`src/rtl/sat_pkg.sv`:
```
// Shared types and helpers for the shared saturation arbiter.
// Widths are carried at full size so one function serves any IW/OW/N.
package sat_pkg;

  localparam int SW   = 64;
  localparam int MAXN = 64;
  localparam int IDXW = 6;

  typedef struct packed {
    logic          sat;
    logic [SW-1:0] y;
  } sat_t;

  typedef struct packed {
    logic            found;
    logic [IDXW-1:0] idx;
  } pick_t;

  function automatic logic [SW-1:0] sat_max(input int ow);
    return (SW'(1) << (ow - 1)) - SW'(1);
  endfunction

  function automatic logic [SW-1:0] sat_min(input int ow);
    return ~sat_max(ow);
  endfunction

  // x arrives sign-extended; it fits when everything above bit ow-2
  // is pure sign extension.
  function automatic sat_t sat_f(
    input logic signed [SW-1:0] x,
    input int                   ow
  );
    sat_t              r;
    logic signed [SW-1:0] hi;
    hi    = x >>> (ow - 1);
    r.sat = !((hi == '0) || (hi == '1));
    if (!r.sat) begin
      r.y = x;
    end else if (x[SW-1]) begin
      r.y = sat_min(ow);
    end else begin
      r.y = sat_max(ow);
    end
    return r;
  endfunction

  function automatic pick_t rr_pick(
    input logic [MAXN-1:0] valid,
    input logic [IDXW-1:0] ptr,
    input int              n
  );
    pick_t r;
    int    c;
    r = '0;
    c = 0;
    for (int i = 1; i <= MAXN; i++) begin
      if (i <= n && !r.found) begin
        c = int'(ptr) + i;
        if (c >= n) begin
          c = c - n;
        end
        if (valid[c[IDXW-1:0]]) begin
          r.found = 1'b1;
          r.idx   = c[IDXW-1:0];
        end
      end
    end
    return r;
  endfunction

endpackage

```
`src/rtl/sat_share_rr.sv`:
```
// Combinational round-robin picker: first valid channel after ptr.
// Search wraps; found is low when no channel is valid.
module sat_share_rr
  import sat_pkg::*;
#(
  parameter int N = 4
) (
  input  logic [N-1:0]         valid,
  input  logic [$clog2(N)-1:0] ptr,
  output logic [$clog2(N)-1:0] grant,
  output logic                 found
);

  localparam int CHW = $clog2(N);

  pick_t pick;
  logic  unused_idx_hi;

  always_comb begin
    pick          = rr_pick(MAXN'(valid), IDXW'(ptr), N);
    grant         = pick.idx[CHW-1:0];
    found         = pick.found;
    unused_idx_hi = ^pick.idx[IDXW-1:CHW];
  end

endmodule

```
`src/rtl/sat_share_arb.sv`:
```
// N channels share one signed IW->OW saturation stage via round-robin.
// Per-channel clamp counters are readable and clearable.
module sat_share_arb
  import sat_pkg::*;
#(
  parameter int N     = 4,
  parameter int IW    = 10,
  parameter int OW    = 9,
  parameter int CNT_W = 16
) (
  input  logic                   clk,
  input  logic                   rst_n,
  input  logic [N-1:0]           req_valid,
  input  logic [N*IW-1:0]        req_data,
  output logic [N-1:0]           req_ready,
  output logic                   out_valid,
  input  logic                   out_ready,
  output logic [OW-1:0]          out_data,
  output logic [$clog2(N)-1:0]   out_chan,
  output logic                   out_sat,
  input  logic [$clog2(N)-1:0]   cnt_sel,
  output logic [CNT_W-1:0]       cnt_value,
  input  logic                   cnt_clr
);

  localparam int CHW = $clog2(N);

  logic                 adv;
  logic                 found;
  logic                 grant;
  logic [CHW-1:0]       g;
  logic signed [IW-1:0] x;
  sat_t                 s;
  logic                 unused_sat_hi;

  logic                 out_valid_q, out_valid_d;
  logic [OW-1:0]        out_data_q, out_data_d;
  logic [CHW-1:0]       out_chan_q, out_chan_d;
  logic                 out_sat_q, out_sat_d;
  logic [CHW-1:0]       ptr_q, ptr_d;
  logic [CNT_W-1:0]     cnt_q [N];
  logic [CNT_W-1:0]     cnt_d [N];

  sat_share_rr #(
    .N(N)
  ) u_rr (
    .valid(req_valid),
    .ptr  (ptr_q),
    .grant(g),
    .found(found)
  );

  always_comb begin
    adv           = !out_valid_q || out_ready;
    grant         = adv && found;
    req_ready     = grant ? (N'(1) << g) : '0;
    x             = req_data[g*IW +: IW];
    s             = sat_f(SW'(x), OW);
    unused_sat_hi = ^s.y[SW-1:OW];
  end

  always_comb begin
    out_valid_d = out_valid_q;
    out_data_d  = out_data_q;
    out_chan_d  = out_chan_q;
    out_sat_d   = out_sat_q;
    ptr_d       = ptr_q;
    if (grant) begin
      out_valid_d = 1'b1;
      out_data_d  = s.y[OW-1:0];
      out_chan_d  = g;
      out_sat_d   = s.sat;
      ptr_d       = g;
    end else if (adv) begin
      out_valid_d = 1'b0;
    end
  end

  // Clear beats a same-cycle increment on the selected channel.
  always_comb begin
    for (int k = 0; k < N; k++) begin
      cnt_d[k] = cnt_q[k];
      if (grant && s.sat && g == CHW'(k)
          && cnt_q[k] != {CNT_W{1'b1}}) begin
        cnt_d[k] = cnt_q[k] + CNT_W'(1);
      end
      if (cnt_clr && cnt_sel == CHW'(k)) begin
        cnt_d[k] = '0;
      end
    end
  end

  always_ff @(posedge clk or negedge rst_n) begin
    if (!rst_n) begin
      out_valid_q <= 1'b0;
      out_data_q  <= '0;
      out_chan_q  <= '0;
      out_sat_q   <= 1'b0;
      ptr_q       <= CHW'(N - 1);
      for (int k = 0; k < N; k++) begin
        cnt_q[k] <= '0;
      end
    end else begin
      out_valid_q <= out_valid_d;
      out_data_q  <= out_data_d;
      out_chan_q  <= out_chan_d;
      out_sat_q   <= out_sat_d;
      ptr_q       <= ptr_d;
      for (int k = 0; k < N; k++) begin
        cnt_q[k] <= cnt_d[k];
      end
    end
  end

  assign out_valid = out_valid_q;
  assign out_data  = out_data_q;
  assign out_chan  = out_chan_q;
  assign out_sat   = out_sat_q;
  assign cnt_value = cnt_q[cnt_sel];

endmodule

```
`config.mk`:
```
export PLATFORM = sky130hd
export DESIGN_NAME = sat_share_arb
export DESIGN_NICKNAME = d
export VERILOG_FILES = /design/src/rtl/sat_pkg.sv /design/src/rtl/sat_share_rr.sv /design/src/rtl/sat_share_arb.sv
export SDC_FILE = /design/constraint.sdc
export NUM_CORES = 1
export LEC_CHECK = 0
export CORE_MARGIN = 5
export CORE_UTILIZATION = 55
export DETAILED_ROUTE_END_ITERATION = 8
export PLACE_DENSITY = 0.81
export SETUP_SLACK_MARGIN = 0.05
export SYNTH_ARGS = -nofsm -noshare
export SYNTH_HDL_FRONTEND = slang
export SYNTH_SLANG_ARGS = --single-unit
```
`constraint.sdc`:
```
create_clock -name clk -period 5.3 [get_ports clk]
set_input_delay 1.06 -clock clk [delete_from_list [all_inputs] [get_ports clk]]
set_output_delay 1.06 -clock clk [all_outputs]
set_load 0.01 [all_outputs]
```
Yosys cells after proc, flatten, opt, wreduce, memory -nomap -nowiden
Cells that the tools add are included.

storage, ports and cells
  register bits = 79
  input port bits = 50
  bits in writable memories = 0
  bits in read-only memories = 0
  memories = 0
  bits in latches = 0
  output and inout port bits = 33
  word-level logic and storage cells = 109

cells by class
  muxes and demuxes = 38
  add/sub/neg operators = 12
  eq/ne operators = 11
  shift operators = 2
  reduce and logical (&&, ||, !) cells = 26
  div/mod/pow operators = 0
  bitwise gates (word level) = 1
  multipliers = 1
  order comparisons = 9

operator list
  cell                   count
  $mux 16                10
  $ge 32x4->1 const B    4
  $add 16x1->16 const B  4
  $eq 64x64->1 const B   1
  $logic_not 64->1       1
  $ne 16x16->1 const B   4
  $mux 7                 7
  $mux 6                 7
  $shiftx 40x7->10       1
  $bmux 16 s2            1
  $lt 6x7->1 const B     4
  $bmux 1 s6             4
  $sub 6x4->6 const B    4
  $mux 9                 2
  $logic_and 1x1->1      14
  $reduce_bool 2->1      5
  $eq 2x2->1 const B     4
  $add 2x2->3 const B    2
  $mux 1                 6
  $mul 2x3->5 const B    1
  $add 2x3->4 const B    1
  $eq 2x1->1 const B     2
  $logic_not 2->1        2
  $mux 4                 1
  other kinds (6)        8

Depth between registers and ports, before layout
  depth in word-level cells = 31
  depth in mapped cells = 16
  gate-level depth less buffers = 11

Cells and area by module
A second synthesis with hierarchy kept.

second synthesis, totals
  cells, all modules = 533
  area total of the unflattened synthesis = 5247.5 um^2

by module, submodules not included
  module         instances  seq. area each (um^2)  cells each  area an instance (um^2)
  sat_share_arb  1          1979.4                 495         4943.5
  sat_share_rr   1          0.0                    38          304.0

Worst setup path after synthesis
No wires, ideal clock.

  kind = register -> register
  start point = register ptr_q[0]
  end point = register cnt_q[9] (netlist name)
  setup slack = 1278 ps
  period minus slack after synthesis = 4022 ps
  arrival time = 3944 ps
  setup time = 78 ps
  required time = 5222 ps
  path buffers = 4
  stages on the path, launching flop included = 16
  path through = dfstp_2 -> buf_6 -> inv_1 -> clkbuf_1 -> ha_1 -> a21bo_2 -> a2bb2oi_1 -> nand4_2 -> o21ba_1 -> buf_2 -> a2111o_1 -> a211oi_2 -> o211ai_1 -> clkbuf_1 -> or4_1 -> a21oi_1

between the ends
  word-level cells in the longest chain between the ends = 21
  elaborated cells between the ends (all ways) = 46
  those cells by class = add/sub (8); mul (1); order compare (4); eq/ne (2); shift (1); mux (22); reduce/logical (8)

ends and longest elaborated chain
  what                                                               RTL line                      RTL
  from (decl)                                                        sat_share_arb.sv:40           logic [CHW-1:0] ptr_q, ptr_d;
  from (signal assigned)                                             sat_share_arb.sv:99           ptr_q <= CHW'(N - 1);
  from (signal assigned)                                             sat_share_arb.sv:108          ptr_q <= ptr_d;
  $add 2x1->3 / $add 2x2->3 (equally long branches)                  sat_pkg.sv:58                 c = int'(ptr) + i;
  $ge 32x4->1 / $sub 6x4->6 (equally long branches)                  sat_pkg.sv:59, sat_pkg.sv:60
  $mux 6                                                             sat_pkg.sv:59                 if (c >= n) begin
  $bmux 1 s6 / $mux 6 (equally long branches)                        sat_pkg.sv:62, sat_pkg.sv:57
  $mux 1 (implied by the code) / $bmux 1 s6 (equally long branches)  sat_pkg.sv:62                 if (valid[c[IDXW-1:0]]) begin
  $mux 7 / $mux 1 (equally long branches)                            sat_pkg.sv:62
  $mux 7                                                             sat_pkg.sv:62
  $mux 7                                                             sat_pkg.sv:57                 if (i <= n && !r.found) begin
  (+5 left out)                                                      --
  $shiftx 40x7->10                                                   sat_share_arb.sv:57           x = req_data[g*IW +: IW];
  $eq 64x64->1 / $logic_not 64->1 (equally long branches)            sat_pkg.sv:36                 r.sat = !((hi == '0) || (hi == '1));
  $logic_or 1x1->1                                                   sat_pkg.sv:36
  $logic_not 1->1                                                    sat_pkg.sv:36
  $logic_and 1x1->1                                                  sat_share_arb.sv:83           if (grant && s.sat && g == CHW'(k)
  $logic_and 1x1->1 *                                                sat_share_arb.sv:83
  $logic_and 1x1->1 *                                                sat_share_arb.sv:84           && cnt_q[k] != {CNT_W{1'b1}}) begin
  $reduce_bool 2->1 (no line) *                                      --
  to (signal, indexed assignment)                                    sat_share_arb.sv:110          cnt_q[k] <= cnt_d[k];
  to (decl)                                                          sat_share_arb.sv:41           logic [CNT_W-1:0] cnt_q [N];

Every way passes the cells marked *; elsewhere a longest branch is shown, timed or not. The select of a mux whose other input is x is not followed.
A chain may end at the register's enable or synchronous reset.

Final worst setup path
  start point = register ptr_q[0]
  end point = output port req_ready[0]

between the ends
  word-level cells in the longest chain between the ends = 14
  elaborated cells between the ends (all ways) = 37
  those cells by class = add/sub (8); order compare (4); shift (1); mux (23); reduce/logical (1)

ends and longest elaborated chain
  what                                                               RTL line                      RTL
  $add 2x1->3 / $add 2x2->3 (equally long branches)                  sat_pkg.sv:58
  $ge 32x4->1 / $sub 6x4->6 (equally long branches)                  sat_pkg.sv:59, sat_pkg.sv:60
  $mux 6                                                             sat_pkg.sv:59
  $bmux 1 s6 / $mux 6 (equally long branches)                        sat_pkg.sv:62, sat_pkg.sv:57
  $mux 1 (implied by the code) / $bmux 1 s6 (equally long branches)  sat_pkg.sv:62
  $mux 7 / $mux 1 (equally long branches)                            sat_pkg.sv:62
  $mux 7                                                             sat_pkg.sv:62
  $mux 7                                                             sat_pkg.sv:57
  $mux 7                                                             sat_pkg.sv:62
  $mux 7                                                             sat_pkg.sv:57
  $mux 7                                                             sat_pkg.sv:62
  $mux 7 *                                                           sat_pkg.sv:57
  $shl 1x2->4                                                        sat_share_arb.sv:56           req_ready = grant ? (N'(1) << g) : '0;
  $mux 4 *                                                           sat_share_arb.sv:56
  to (decl)                                                          sat_share_arb.sv:15           output logic [N-1:0] req_ready,

Marks and branches as above.

==> results.ini <==
[outcome]
outcome = complete, no violations

[synthesis]
syn_area_per_cell_sq_um = 9.15
syn_nets = 652
netlist_area_sq_um = 5430
muxShareOfSynthArea_pct = 11.6
synthSimpleGateAreaFrac_pct = 23.0
synth_compound_area_share_pct = 21.0
synth_xor_area_share_pct = 1.29
synth_edf_count = 0
synth_cell_type_count = 61
syn_inst = 593
yosysSeqAreaShare_pct = 36.5
synth_top_family_by_area = simple AND/OR/NAND/NOR gates
synth_async_sr_flop_share_pct = 100
yosys-top-cells-area = dfrtp_1 36%, mux4_2 7.1%, o21ai_0 4.7%, a21oi_1 4.4%, nand2_1 4.2%
ys_ff_latch = 79
synth_top_cell_area_share_pct = 35.5
synthFlopType = dfrtp_1
yosys_warnings = 0
synthAdderAreaFrac_pct = 3.55
synth_area_leader_cell = dfrtp_1

[worst_setup_path]
crit_chain = inv_1 > ha_1 > a21bo_2 > a2bb2oi_1 > o211ai_1 > a22oi_2 > and3_1 > clkdlybuf4s50_1
worst-path-max-fanout = 15
startpoint_type = flip-flop
critical_path_buf_inv_count = 2
timing.rr.end = cnt_q[7]
crit_family = compound AO/OA/AOI/OAI gates
r2r_start = ptr_q[0]
end_kind = output port
slowest_stage = dfstp_2
worst_path_largest_cell_delay_ps = 730
worstRegToRegCells = 12
cp.arrival_ps = 3900
worstPathRequired_ps = 4240
crit_type = flip-flop to output port
r2r_slack_ps = 440

[global_routing]
grt_pass1_vias = 5113
grt_max_degree = 80
grt_pass1_wl_um = 25000
track_usage_pct = 26.6
grt_overflow_total = 0
antenna_found_initial = 0

[sta]
fin_skew_ps = 12.1
worst_slew_pin_slew_ps = 1170
finalHoldViolations = 0
fin_crit_sh_pct = 93.6
fin_ws_ps = 339
finalSetupViolCount = 0
drv_slew = 0
clock.fmax_ghz = 0.202
final.setup.tns_ps = 0
fin_crit_ps = 4960
slew_headroom_pct = 21.2
rsz0062_at_grt = no

[pwr]
p_switching_mw = 1.87
leakage_nw = 2.55
p_sw_share_pct = 49.1
p_int_mw = 1.94
irDropWorstVdd_v = 0.000343
power_frac_clock_pct = 13.4
comb_power_share_pct = 66.0
p_seq_share_pct = 20.6
powerDensity_nw_per_um2 = 578
power_mw = 3.80

[finish]
multi_input_area_sq_um = 3290
area_growth_pct = 21.3
drive_gt1_share_pct = 10.8
fin_nets = 724
diodes = 0
seq_area_sq_um = 1980
fillCellCount = 789

[hold_path]
hp-start = out_data[2]
hold_end = out_data[2]
hp-class = flip-flop to flip-flop
holdPathStages = 2

[detailed_routing]
viasPerCell = 6.55
route.detailed.drc = 0
first_pass_iters = 5
ant_nets = 0
initialDrtViolationCount = 487
routed_wirelength_um = 15500
num_vias = 5243
routedWlPerCell_um = 19.3

[floorplanning]
start_util_pct = 56.0
rows = 36
pin_count = 83
fp.dieW_um = 109
fp.dieH_um = 109
die-area_sq_um = 11900
core_area_sq_um = 9680

[clock_network]
postCtsResizedCells = 0
cts_tree = yes
cts_max_level = 3
clk_pin_slew_ps = 80
cts_setup_buffers = 0
root_buffer = clkbuf_8
holdBufCountCts = 0
cts_buffer_depth = 2
cts_made_buffers = 9
clk_latency_ps = 360
cts_sinks = 79

[place]
pre_cts_ws_ps = 396
port_buffers = 82
place_congestion = 0.957
dp_hpwl_um = 11400

[flow_run]
cap_violations = 0

-- logic make-up after synthesis --
family                   count (synthesis)
flip-flops                              79
adder cells (fa/ha/maj)                 17
AND/OR/NAND/NOR                        236
buffers and inverters                   41
AO/OA/AOI/OAI                          172
XOR/XNOR                                 8
multiplexers                            40
-- final cells by class --
type,count,share of cell area (%)
Multi-Input combinational cell,473,50.0
Sequential cell,79,30.1
Timing Repair Buffer,91,13.5
Tap cell,133,2.53
Clock buffer,11,2.30
Clock inverter,3,1.03
Inverter,11,0.628
-- cells in the final DEF, fill, tap and decap left out, drive strengths merged, types with 5 or more instances in the layout --
master,count
clkdlybuf4s50,81
dfrtp,77
nand2,60
o21ai,54
a21oi,48
nand3,42
nor2,29
or3,27
and3,19
or4,19
mux4,17
o31ai,14
mux2i,13
inv,11
clkbuf,11
nand4,11
mux2,10
o21a,10
o211ai,10
buf,10
nor3,9
ha,9
maj3,8
o2111ai,5
-- Yosys cell counts, drive strengths merged, types with 11 or more instances --
library cell / instances
inv: 11
or3: 27
clkbuf: 22
mux4: 17
nand2: 60
and3: 19
o21ai: 54
nand4: 11
nand3: 42
nor2: 29
mux2i: 13
a21oi: 48
o31ai: 14
dfrtp: 77
or4: 19
-- worst max path at each step --
stage / cells past startpoint / start / endpoint / slack (ps)
after floorplan: 15 / ptr_q[0] / cnt_q[9] / 1280
after global placement: 11 / req_valid[1] / cnt_q[7] / 600
after detailed placement: 11 / req_valid[0] / cnt_q[6] / 400
after CTS: 8 / ptr_q[0] / req_ready[0] / 360
after global routing: 9 / ptr_q[0] / req_ready[2] / 80
final: 8 / ptr_q[0] / req_ready[0] / 340
-- power groups by stage --
stage | Clock (mW) | Sequential (mW) | Combinational, mW
floorplan | 0 | 0.790 | 1.78
global placement | 0 | 0.792 | 2.39
detailed placement | 0 | 0.797 | 2.48
CTS | 0.517 | 0.784 | 2.49
global route | 0.545 | 0.797 | 2.74
finish | 0.510 | 0.783 | 2.51
-- metrics by stage --
step	utilization [%]	instances	area (sq um)	hold WS (ps)
after global placement	65.7	787	6360	460
after detailed placement	65.7	787	6360	468
after CTS	67.9	801	6580	486
after floorplan	-	593	5430	500
after global routing	67.9	801	6580	520
final	67.9	801	6580	482
-- sequential cells by signal (all words and copies together) (netlist names) --
name and flops:
cnt_q 64, out_valid 1, out_data 9, out_chan 2, ptr_q 2, out_sat 1
-- worst reg2reg max path: stages (launching register included) --
cell and delay [ps]:
dfstp_2 730, inv_1 320, ha_1 460, a21bo_2 260, a2bb2oi_1 290, nand4_2 190
o21ba_1 370, a2111o_1 380, a211oi_2 420, o211ai_1 430, buf_4 350, or4_1 410
a21oi_1 160
-- layer usage --
| layer | global-route usage (%) | vias up | part of all wire, % |
|---|---|---|---|
| met1 | 33.5 | 2547 | 41 |
| met3 | 4.87 | 42 | 8.1 |
| met4 | 12.6 | 0 | 3.6 |
| met2 | 44.4 | 232 | 48 |
| li1 | - | 2422 | - |
| met5 | 0 | - | 0 |
No activity file was read; power rests on OpenSTA's default activity.
